### src/rtl/apb_master_bridge.sv
// APB requester bridge: accepts one command on a valid/ready stream, runs a
// single APB transfer (SETUP then ACCESS with wait states and a PREADY
// timeout guard), and returns the result on a valid/ready response stream.
module apb_master_bridge #(
  parameter int ADDR_WIDTH     = 3,
  parameter int DATA_WIDTH     = 8,
  parameter int TIMEOUT_CYCLES = 16
) (
  input  logic                  PCLK,
  input  logic                  PRESET,
  // command stream
  input  logic                  cmd_valid,
  output logic                  cmd_ready,
  input  logic                  cmd_write,
  input  logic [ADDR_WIDTH-1:0] cmd_addr,
  input  logic [DATA_WIDTH-1:0] cmd_wdata,
  // response stream
  output logic                  rsp_valid,
  input  logic                  rsp_ready,
  output logic [DATA_WIDTH-1:0] rsp_rdata,
  output logic                  rsp_err,
  output logic                  rsp_timeout,
  output logic                  busy,
  // APB requester
  output logic                  PSEL,
  output logic                  PENABLE,
  output logic [ADDR_WIDTH-1:0] PADDR,
  output logic                  PWRITE,
  output logic [DATA_WIDTH-1:0] PWDATA,
  input  logic [DATA_WIDTH-1:0] PRDATA,
  input  logic                  PREADY,
  input  logic                  PSLVERR
);

  typedef enum logic [1:0] {
    IDLE   = 2'd0,
    SETUP  = 2'd1,
    ACCESS = 2'd2
  } state_t;

  // Counter compare value; only meaningful when the guard is enabled.
  localparam logic [7:0] TIMEOUT_LAST = 8'(TIMEOUT_CYCLES - 1);
  localparam bit         TIMEOUT_EN   = (TIMEOUT_CYCLES != 0);

  state_t     state;
  logic [7:0] timeout_cnt;
  logic       timeout_hit;

  // Abort condition for the current ACCESS cycle (PREADY is checked first).
  assign timeout_hit = TIMEOUT_EN && (timeout_cnt == TIMEOUT_LAST);

  // Handshake/status views of the state register.
  assign cmd_ready = (state == IDLE) && !rsp_valid;
  assign busy      = (state == SETUP) || (state == ACCESS);

  // Transfer sequencer with registered APB and response outputs.
  always_ff @(posedge PCLK or posedge PRESET) begin
    if (PRESET) begin
      state       <= IDLE;
      timeout_cnt <= '0;
      PSEL        <= 1'b0;
      PENABLE     <= 1'b0;
      PADDR       <= '0;
      PWRITE      <= 1'b0;
      PWDATA      <= '0;
      rsp_valid   <= 1'b0;
      rsp_rdata   <= '0;
      rsp_err     <= 1'b0;
      rsp_timeout <= 1'b0;
    end else begin
      // NOTE: non-blocking assignments throughout, so every branch below sees
      // the pre-edge values and the later completion assignment wins cleanly.
      if (rsp_valid && rsp_ready) begin
        rsp_valid <= 1'b0;
      end

      case (state)
        IDLE: begin
          PSEL    <= 1'b0;
          PENABLE <= 1'b0;
          if (cmd_valid && cmd_ready) begin
            PADDR       <= cmd_addr;
            PWRITE      <= cmd_write;
            PWDATA      <= cmd_wdata;
            PSEL        <= 1'b1;
            timeout_cnt <= '0;
            state       <= SETUP;
          end
        end

        SETUP: begin
          PENABLE <= 1'b1;
          state   <= ACCESS;
        end

        ACCESS: begin
          if (PREADY) begin
            rsp_valid   <= 1'b1;
            rsp_rdata   <= PWRITE ? '0 : PRDATA;
            rsp_err     <= PSLVERR;
            rsp_timeout <= 1'b0;
            PSEL        <= 1'b0;
            PENABLE     <= 1'b0;
            state       <= IDLE;
          end else if (timeout_hit) begin
            rsp_valid   <= 1'b1;
            rsp_rdata   <= '0;
            rsp_err     <= 1'b1;
            rsp_timeout <= 1'b1;
            PSEL        <= 1'b0;
            PENABLE     <= 1'b0;
            state       <= IDLE;
          end else if (timeout_cnt != 8'hFF) begin
            // Saturate rather than wrap when the guard is disabled.
            timeout_cnt <= timeout_cnt + 8'd1;
          end
        end

        default: begin
          PSEL    <= 1'b0;
          PENABLE <= 1'b0;
          state   <= IDLE;
        end
      endcase
    end
  end

endmodule
### config.mk
export PLATFORM = sky130hd
export DESIGN_NAME = apb_master_bridge
export DESIGN_NICKNAME = d
export VERILOG_FILES = /design/src/rtl/apb_master_bridge.sv
export SDC_FILE = /design/constraint.sdc
export NUM_CORES = 1
export LEC_CHECK = 0
export ABC_AREA = 0
export CAP_MARGIN = 20
export CELL_PAD_IN_SITES_DETAIL_PLACEMENT = 0
export CELL_PAD_IN_SITES_GLOBAL_PLACEMENT = 1
export CORE_MARGIN = 4
export CORE_UTILIZATION = 38
export CTS_CLUSTER_SIZE = 12
export DETAILED_ROUTE_END_ITERATION = 8
export PLACE_DENSITY = 0.93
export SYNTH_ARGS = -nofsm -noshare
export SYNTH_HDL_FRONTEND = slang
export SYNTH_SLANG_ARGS = --single-unit
### constraint.sdc
create_clock -name PCLK -period 4.6 [get_ports PCLK]
set_input_delay 0.92 -clock PCLK [delete_from_list [all_inputs] [get_ports PCLK]]
set_output_delay 0.92 -clock PCLK [all_outputs]
set_load 0.005 [all_outputs]
## Word-level counts from Yosys, hierarchy flattened

Cells that the tools add are included.

- Add/subtract/negate cells: 1
- Equal/unequal tests: 9
- Muxes and demuxes: 24
- Bitwise gates (word level): 1
- Reductions and logical operators: 13

Operators by type and width:

| cell | count |
|---|---|
| 2-to-1 mux 8 bit | 7 |
| one-hot mux 8 bit (2 select lines) | 1 |
| 2-to-1 mux 1 bit | 10 |
| adder 8 x 1 -> 8 bit, second input constant | 1 |
| == test 8 x 4 -> 1 bit, second input constant | 1 |
| inequality test 8 bit, second input constant | 1 |
| AND reduction 2 bit | 4 |
| 2-to-1 mux 2 bit | 3 |
| one-hot mux 2 bit (3 select lines) | 1 |
| AND reduction 5 bit | 1 |
| inequality test 2 x 1 -> 1 bit, second input constant | 2 |
| inequality test 2 bit, second input constant | 2 |
| nonzero test 2 bit | 2 |
| logical AND 1 bit | 3 |
| inequality test 3 bit, second input constant | 1 |
| one-hot mux 1 bit (3 select lines) | 1 |
| == test 2 x 1 -> 1 bit, second input constant | 1 |
| == test 2 bit, second input constant | 1 |
| zero test 2 bit | 1 |
| one-hot mux 1 bit (2 select lines) | 1 |
| zero test 1 bit | 1 |
| logical OR 1 bit | 1 |
| inverter 1 bit | 1 |

- Bits in registers: 35
- Input port bits: 26
- Output and inout port bits: 27
- Logic and storage cells: 59

## Logic depth before layout (Yosys ltp)

Gate-level depths: netlist (run 1).

- Depth in word-level cells: 5
- Depth in mapped cells: 7
- Mapped depth without buffers: 6

## Worst setup path before layout (run 1)

OpenSTA, ideal clock, no wires.

- Kind: input-to-reg
- Start: in PREADY
- End: reg rsp_valid
- Data arrival time: 1.821 ns
- Data required time: 4.457 ns
- Setup slack: 2.636 ns
- Stages on the path: 5
- Path through: clkbuf_1 > and2_1 > a21oi_1 > clkbuf_1 > o21ai_0

- Longest elaborated chain between the ends: 2

Ends and longest elaborated chain:

| element | line | source |
|---|---|---|
| start, declared | 31 | `input logic PREADY,` |
| 2-to-1 mux 1 bit | 97 | `if (PREADY) begin` |
| 2-to-1 mux 1 bit | 77 | `case (state)` |
| end signal, assigned | 74 | `rsp_valid <= 1'b0;` |
| end signal, assigned | 98 | `rsp_valid <= 1'b1;` |
| end signal, assigned | 106 | `rsp_valid <= 1'b1;` |
| end, declared | 18 | `output logic rsp_valid,` |

Every way passes these cells.
A chain may end at the register's enable or synchronous reset.

## Final worst setup path (run 1)

- Start: in cmd_valid
- End: reg timeout_cnt[6]

- Longest elaborated chain between the ends: 3

Ends and longest elaborated chain:

| element | line | source |
|---|---|---|
| start, declared | 12 | `input logic cmd_valid,` |
| logical AND 1 bit | 81 | `if (cmd_valid && cmd_ready) begin` |
| inequality test 2 x 1 -> 1 bit (no line) | n/a |  |
| AND reduction 5 bit (no line) | n/a |  |
| end signal, assigned | 115 | `timeout_cnt <= timeout_cnt + 8'd1;` |
| end, declared | 46 | `logic [7:0] timeout_cnt;` |

Every way passes these cells.

==> results.txt, run 1 <==
- Result of the run: finished clean
- The worst register-to-register path ends at timeout_cnt[1].
* Capturing element type of the critical path: flop
* Maximum fanout along the worst path: 16
- Between clock sinks in the finished design, the worst skew comes to 0.00592 ns.
- The clock passes through at most 2 buffers.
* Hold_ws: 0.504 ns
- Worst skew pair latency: 0.28 ns
* Kind of start point of the critical path: input port
* Cells on Worst Hold Path: 1
- Using the TritonRoute via totals, the vias-per-cell ratio works out to 5.44.
- Tightest slew margin relative to the limit: 38.3%
- Traced cell by cell, the critical path runs through clkdlybuf4s50_1 -> nand3b_1 -> o21ai_1 -> nand2_1 -> a221o_1.
* Total global-route track usage: 15.8%
- The first TritonRoute pass finished after 4 iterations.
* Leakage component of the power: 0.000975 uW
- R2R Path Start: state[0]
- The repair_antennas step left the layout with diodes totalling 0.
- The tool flagged a number of max-cap violations equal to 0.
- Remaining global-route overflow: 0
- The routed design has 3930 microns of wire.
- Counting instances in the post-synthesis netlist gives the leading cell types as 35 x sky130_fd_sc_hd__dfrtp_1, 13 x sky130_fd_sc_hd__mux2_2, 9 x sky130_fd_sc_hd__a22o_1, 9 x sky130_fd_sc_hd__inv_1, 9 x sky130_fd_sc_hd__nand2_1.
* Post-route DRC: 0
- Setup repair after global routing left no endpoint under its margin.
- Starting density of the core: 40.0%
- After detailed routing, the average wire length per cell comes to 16.0 microns.
* Count of vias placed by the detailed router: 1,333
* Area leader, netlist: sky130_fd_sc_hd__dfrtp_1
* Final clock period utilization by the worst path: 60.1%
- Die Area: 0.00542 sq mm
* Iteration-0 DRC Markers: 91
- Power spread over the standard cell area amounts to roughly 590 mW/mm^2.
* Fraction of layout cells with a size suffix above 1: between 10% and 20%
- Initial antenna violation count: 0
- In the post-synthesis netlist, the cell with the most instances is sky130_fd_sc_hd__dfrtp_1.
- Synthesis instantiated 36 different standard cells from the library.
- Max Transition Viols Final: 0
- End point of the worst hold path: PENABLE
* Fraction of the yosys area taken by sequential cells: ~54%
- Height of the die: ~74 microns
- The clock period could shrink to 2.77 ns.
- Area growth syn-to-layout: 39.9%
- TritonCTS clock tree: yes
- At the pin with the least slew margin, the transition time is 0.925 ns.
* Seq cells post-synth: 35
- Share of Yosys cell area claimed by the top area cell type: approximately 54%
- Clock-pin slew was measured on the worst setup and hold paths at 0.06 ns.
- Mean cell area of the mapped netlist: 11.8 sq um
- Timing would allow up to roughly 360 MHz.
* Number of cells on the worst reg-to-reg path: 6
* Critical path data arrival time: 2.92 ns
- Critical path data required time: 4.76 ns
- Yosys mapped a number of flops with a built-in enable equal to 0.
* Setup-violating endpoint count in the final report: 0
- Input and output buffers added on the ports amount to 52.
* Slowest CP cell: sky130_fd_sc_hd__nand3b_1
- The largest single stage delay on the critical path is 0.50 ns.
- Entering global routing, the biggest net connects 36 pins.
* First-pass GRT wire length: 6510 microns
* Register-to-register path setup slack: 2.13 ns
- Count of mapped cells out of synthesis: between 100 and 150
- The min-delay analysis places its worst path in the category reg2reg.
* Hold Fails Final Rpt: 0
- Among all flip-flop cells after synthesis, the most frequent one is sky130_fd_sc_hd__dfrtp_1.
- Antenna-violating nets left: 0
* Routability Congestion: 0.923
* Synth Net Count: 170
* Sum of net half-perimeters after detailed placement: 2890 microns
- In the final timing run, aggregate negative setup slack is 0 ns.
* WS Path Type: in2reg
* Worst-case vdd ir drop: 0.000357 V
* Number of H-tree levels: 2
* Hold wc startpoint: PENABLE
- Cell Rows: 23
- Inserted Clock Buffers: 5
* Ports placed on the boundary: 53
- Core Footprint: 0.00409 sq mm
- Number of buffers inserted for hold repair after clock tree synthesis: 0
- Clock tree synthesis found a total of 35 sinks.
- At the end of the flow, the number of nets in the layout was 225.
- Main area contributors after synthesis: sky130_fd_sc_hd__dfrtp_1 54%, sky130_fd_sc_hd__mux2_2 9.0%, sky130_fd_sc_hd__a22o_1 4.8%, sky130_fd_sc_hd__ha_1 3.8%, sky130_fd_sc_hd__inv_1 2.1%
- Horizontal die dimension: 73.6 microns
- Clk Tree Root Cell: sky130_fd_sc_hd__clkbuf_8
- Async set or reset register ratio after synthesis: 100%
- For this run, the number of Yosys warnings is 0.
- Number of setup buffers added after CTS: 0
* Number of cells upsized or downsized after cts: 0
- The number of global-route vias before repair is 1,373.
* Post-synth design cell area: ~0.0016 sq mm
==> how the worst max path moves through the flow <==
stage / from / end / slack, ns / cells past startpoint
after floorplan: PREADY / rsp_valid / 2.64 / 5
after global placement: cmd_valid / timeout_cnt[6] / 1.64 / 5
after detailed placement: cmd_valid / timeout_cnt[6] / 1.56 / 5
after CTS: cmd_valid / timeout_cnt[6] / 1.83 / 5
after global routing: cmd_valid / timeout_cnt[6] / 1.64 / 5
final: cmd_valid / timeout_cnt[6] / 1.83 / 5
==> metal layers <==
| layer | global-route usage (%) | share of wire [%] | up-vias |
|---|---|---|---|
| met2 | 24.0 | 47 | 54 |
| met5 | 0 | 0 | - |
| li1 | - | - | 624 |
| met4 | 4.83 | 1.1 | 0 |
| met3 | 5.88 | 7.3 | 5 |
| met1 | 20.8 | 44 | 650 |
==> state kept, by name (all words and copies together) (netlist names) <==
name         count
PWDATA           8
PENABLE          1
rsp_err          1
rsp_valid        1
PSEL             1
state            2
rsp_timeout      1
timeout_cnt      8
rsp_rdata        8
PWRITE           1
PADDR            3
==> critical path: cells and delay by family <==
kind | cells | cell delay, ns
compound gates | 2 | 0.86
simple gates | 2 | 0.66
buf+inv | 1 | 0.48
==> report_power, final <==
| group | switching [uW] | leakage, uW | internal [uW] |
|---|---|---|---|
| clock | 102 | 0.0000422 | 106 |
| sequential | 89.4 | 0.000445 | 428 |
| combinational | 240 | 0.000488 | 378 |
==> logic make-up (layout without fill, tap and decap cells) <==
kind of cell,Yosys count,count (layout),synth area share (%)
DFF,35,35,53.6
buffers and inverters,14,70,3.29
and+or+nand+nor,35,35,12.5
AOI/OAI and AO/OA,34,34,15.5
muxes,16,16,11.4
adders and majority gates,5,5,3.83
==> metrics by stage <==
stage | instances | area [sq um] | total power [uW] | setup slack (ns) | util, %
floorplan | 139 | 1640 | 825 | 2.64 | -
global placement | 237 | 2210 | 1110 | 1.64 | 54.0
detailed placement | 237 | 2210 | 1140 | 1.56 | 54.0
CTS | 245 | 2290 | 1360 | 1.83 | 56.0
global route | 245 | 2290 | 1440 | 1.64 | 56.0
finish | 245 | 2290 | 1340 | 1.83 | 56.0
==> cells in the final DEF, fill, tap and decap left out, drive strengths merged, types with 4 or more instances in the layout <==
| master | n |
|---|---|
| a21oi | 6 |
| ha | 5 |
| clkbuf | 7 |
| inv | 9 |
| nor2 | 6 |
| clkdlybuf4s50 | 52 |
| dfrtp | 35 |
| nand2 | 9 |
| nor4 | 4 |
| mux2 | 15 |
| o21ai | 6 |
| a22o | 9 |
==> final cells by class <==
cell class                 count  area [sq um]
clock buffer                   7          76.3
clock inverter                 1          5.00
fill                         342          1800
inverter                       9          33.8
multi-input combinational     90           706
sequential                    35           876
tap                           50          62.6
timing repair buffer          53           528
(Power assumes the default switching activity.)
==> run 2: changes to the inputs <==
--- a/config.mk
+++ b/config.mk
@@ -10,10 +10,10 @@
 export CELL_PAD_IN_SITES_DETAIL_PLACEMENT = 0
 export CELL_PAD_IN_SITES_GLOBAL_PLACEMENT = 1
 export CORE_MARGIN = 4
-export CORE_UTILIZATION = 38
+export CORE_UTILIZATION = 32
 export CTS_CLUSTER_SIZE = 12
 export DETAILED_ROUTE_END_ITERATION = 8
-export PLACE_DENSITY = 0.93
+export PLACE_DENSITY = 0.84
 export SYNTH_ARGS = -nofsm -noshare
 export SYNTH_HDL_FRONTEND = slang
 export SYNTH_SLANG_ARGS = --single-unit
==> constraint.sdc (replaced) <==
create_clock -name PCLK -period 2.4 [get_ports PCLK]
set_input_delay 0.48 -clock PCLK [delete_from_list [all_inputs] [get_ports PCLK]]
set_output_delay 0.48 -clock PCLK [all_outputs]
set_load 0.005 [all_outputs]
==> results.txt, run 2 (synthesis gave the netlist of run 1 again) <==
- Worst skew pair latency: 0.29 ns (about the same)
- The flow ran to the end, and the final reports show no timing, DRC or antenna violations.
- Diode insertion count for antenna repair: 0 (unchanged)
- The routed wirelength normalized by instance count was 14.0 microns (-13%).
- The placer's final routability congestion estimate came to 0.792 (-14%).
- The y dimension of the die was 79.5 microns (+8.0%).
- The global route total overflow is 0 (unchanged).
* Number of cells upsized or downsized after cts: 0 (unchanged)
- Worst-case clock buffer depth: 2 (unchanged)
- The startpoint identified for the worst hold timing path is rsp_rdata[1].
- The total power density per cell area is 1110 mW/mm^2 (+89%).
- Number of detailed-routing iterations run before antenna repair: 4 (unchanged)
- STA classifies the critical path startpoint as a flop.
- Worst min-delay path class: reg2reg
- Launch point of the worst path: state[0]
* Cell Rows: 25 (+8.7%)
- Count of vias placed by the detailed router: 1,309 (-1.8%)
- R2R Path Start: state[0]
- The count of final setup violators was 0 (unchanged).
- The total global-route track usage is 12.7% (-3.1 points).
- Leakage component of the power: 0.00100 uW (+2.8%)
- The area of the multi-input gates came to 706 sq um (unchanged).
- Die Area: 0.00632 sq mm (+17%)
- WS Path Type: reg2out
- Number of setup buffers added after CTS: 0 (unchanged)
* Routed vias/inst: 4.88 (-10%)
- Clk Tree Root Cell: sky130_fd_sc_hd__clkbuf_8
- Transition time at the pin with the least slew margin: 0.422 ns (-0.503 ns)
- Maximum clock frequency: approximately 440 MHz
* Hold Fails Final Rpt: 0 (unchanged)
* TritonCTS clock tree: yes
- The power spent charging and discharging nets was 844 uW (+95%).
- P_int: 1780 uW (+95%)
- The number of top-level pins came to 53 (unchanged).
- The half-perimeter wire length of the detailed placement result was 2750 microns (-5.1%).
- Inserted Clock Buffers: 5 (unchanged)
- The number of buffers added to fix hold violations after cts came to 0 (unchanged).
- The arrival time of the worst setup path was 1.77 ns (-1.15 ns).
- Leaving out fill and tap cells, the most frequent cells in the layout are 52 x sky130_fd_sc_hd__clkdlybuf4s50_1, 35 x sky130_fd_sc_hd__dfrtp_1, 13 x sky130_fd_sc_hd__mux2_2.
- The worst slew margin relative to its limit is 71.8% (+34 points).
- Post-route DRC: 0 (unchanged)
- Iteration-0 DRC Markers: 45 (-51%)
- Number of filler instances in the final layout: 461 (+35%)
* Fraction of layout cells with a size suffix above 1: 15.9% (+3.6 points)
* Final clock period utilization by the worst path: 93.7%
* Number of H-tree levels: 2 (unchanged)
* Critical path data required time: 1.92 ns (-2.84 ns)
- Antenna-violating nets left: 0 (unchanged)
* Core Footprint: 0.00485 sq mm (+19%)
- Largest registers ranked by flip-flop count: PWDATA: 8 flops, rsp_rdata: 8 flops, timeout_cnt: 8 flops
- Reg clk slew, reported paths: 0.07 ns (about the same)
- Worst-case vdd ir drop: 0.000502 V (+40%)
* Quantity of I/O buffers inserted on ports: 52 (unchanged)
- The register area was 876 sq um (unchanged).
* Setup repair after global routing missed its margin: false
- Leaving out fill and tap cells, the most frequent cell in the layout is sky130_fd_sc_hd__clkdlybuf4s50_1.
* Starting density of the core: 33.7% (-6.3 points)
- The number of global-route vias before repair is 1,361 (-0.87%).
* Horizontal die dimension: 79.5 microns (+8.0%)
- Utilization of the core after routing: 48.7% (-7.3 points)
* Setup TNS after final layout: 0 ns (unchanged)
- Compared with the post-synthesis result, the final layout area differs by 44.4%.
* Part of the power in combinational logic: 46.5% (+0.5 points)
* Power share of the clock group: 16.2% (+0.7 points)
* Max-cap violations: 0 (unchanged)
- Portion of total power attributed to sequential cells: 37.3% (-1.2 points)
* Post-Route WL: 3760 microns (-4.4%)
- Max Transition Viols Final: 0 (unchanged)
- Final critical delay including setup and external delays: 2.25 ns
* Capturing element type of the critical path: primary output
- Switching power share of the total: 32.2% (+0.054 points)
- The final layout net count is 231 (+2.7%).
- The pin count of the biggest net entering global routing is 19 (-47%).
* Initial antenna violation count: 0 (unchanged)
- The worst clock skew was 0.00878 ns (+0.00286 ns).
- Clock sinks: 35 (unchanged)
- First-pass GRT wire length: 6200 microns (-4.8%)
- The maximum fanout encountered on the critical timing path came to 5 (-11).
-- run 2: changes by cell type in the layout (fill, tap and decap cells not counted), sizes merged --
cell	previous run	this run
clkinvlp	0	2
buf	1	7
clkbuf	7	5
-- run 2: path summary, 6_finish.rpt --
| path | end | slack (ns) | cells past startpoint |
|---|---|---|---|
| max in group asynchronous | rsp_rdata[4] | 1.68 | 3 |
| setup / recovery | cmd_ready | 0.15 | 4 |
| hold reg to reg | rsp_rdata[1] | 0.50 | 1 |
| hold / removal | rsp_rdata[1] | 0.50 | 1 |
| setup reg to reg | timeout_cnt[0] | 0.40 | 6 |
| min in group asynchronous | PWDATA[2] | 0.52 | 3 |
-- run 2: power by group through the flow --
stage / clock network (uW) / registers, uW / logic [uW]
finish: 424 / 978 / 1220
global route: 467 / 1010 / 1340
CTS: 438 / 979 / 1240
detailed placement: 0 / 982 / 1230
global placement: 0 / 976 / 1230
floorplan: 0 / 981 / 599
-- run 2: critical path, cell delays in order (launching register included) --
cell,delay [ns]
sky130_fd_sc_hd__dfrtp_1,0.41
sky130_fd_sc_hd__inv_1,0.12
sky130_fd_sc_hd__ha_1,0.26
sky130_fd_sc_hd__nor2b_1,0.18
sky130_fd_sc_hd__clkdlybuf4s50_1,0.51
-- run 2: per-stage QoR --
| stage | power, uW | cell area [sq um] | setup WS, ns | hold WS [ns] | instances |
|---|---|---|---|---|---|
| floorplan | 1580 | 1640 | 0.698 | 0.480 | 139 |
| global placement | 2210 | 2270 | 0.373 | 0.487 | 260 |
| detailed placement | 2210 | 2270 | 0.372 | 0.494 | 260 |
| CTS | 2660 | 2360 | 0.121 | 0.511 | 268 |
| global route | 2820 | 2360 | 0.0591 | 0.520 | 268 |
| finish | 2620 | 2360 | 0.152 | 0.503 | 268 |
-- run 2: final cells by class --
| type | instances | area share (%) |
|---|---|---|
| Clock buffer | 5 | 2.91 |
| Clock inverter | 3 | 0.848 |
| Inverter | 9 | 1.43 |
| Multi-Input combinational cell | 90 | 29.9 |
| Sequential cell | 35 | 37.1 |
| Tap cell | 67 | 3.55 |
| Timing Repair Buffer | 59 | 24.3 |
-- run 2: metal layers --
layer	vias to the layer above	track usage [%]	share of wire [%]
met1	617	15.5	45
met5	-	0	0
met4	0	3.95	1.3
met2	53	18.1	41
met3	6	8.24	13
li1	633	-	-
==> run 3: changes to the inputs <==
--- a/config.mk
+++ b/config.mk
@@ -6,12 +6,13 @@
 export NUM_CORES = 1
 export LEC_CHECK = 0
 export ABC_AREA = 0
+export ABC_CLOCK_PERIOD_IN_PS = 2400
 export CAP_MARGIN = 20
 export CELL_PAD_IN_SITES_DETAIL_PLACEMENT = 0
 export CELL_PAD_IN_SITES_GLOBAL_PLACEMENT = 1
 export CORE_MARGIN = 4
 export CORE_UTILIZATION = 32
-export CTS_CLUSTER_SIZE = 12
+export CTS_CLUSTER_SIZE = 30
 export DETAILED_ROUTE_END_ITERATION = 8
 export PLACE_DENSITY = 0.84
 export SYNTH_ARGS = -nofsm -noshare
==> results of run 3 <==
No change in the layout: final DEF, timing and power equal those of run 2.
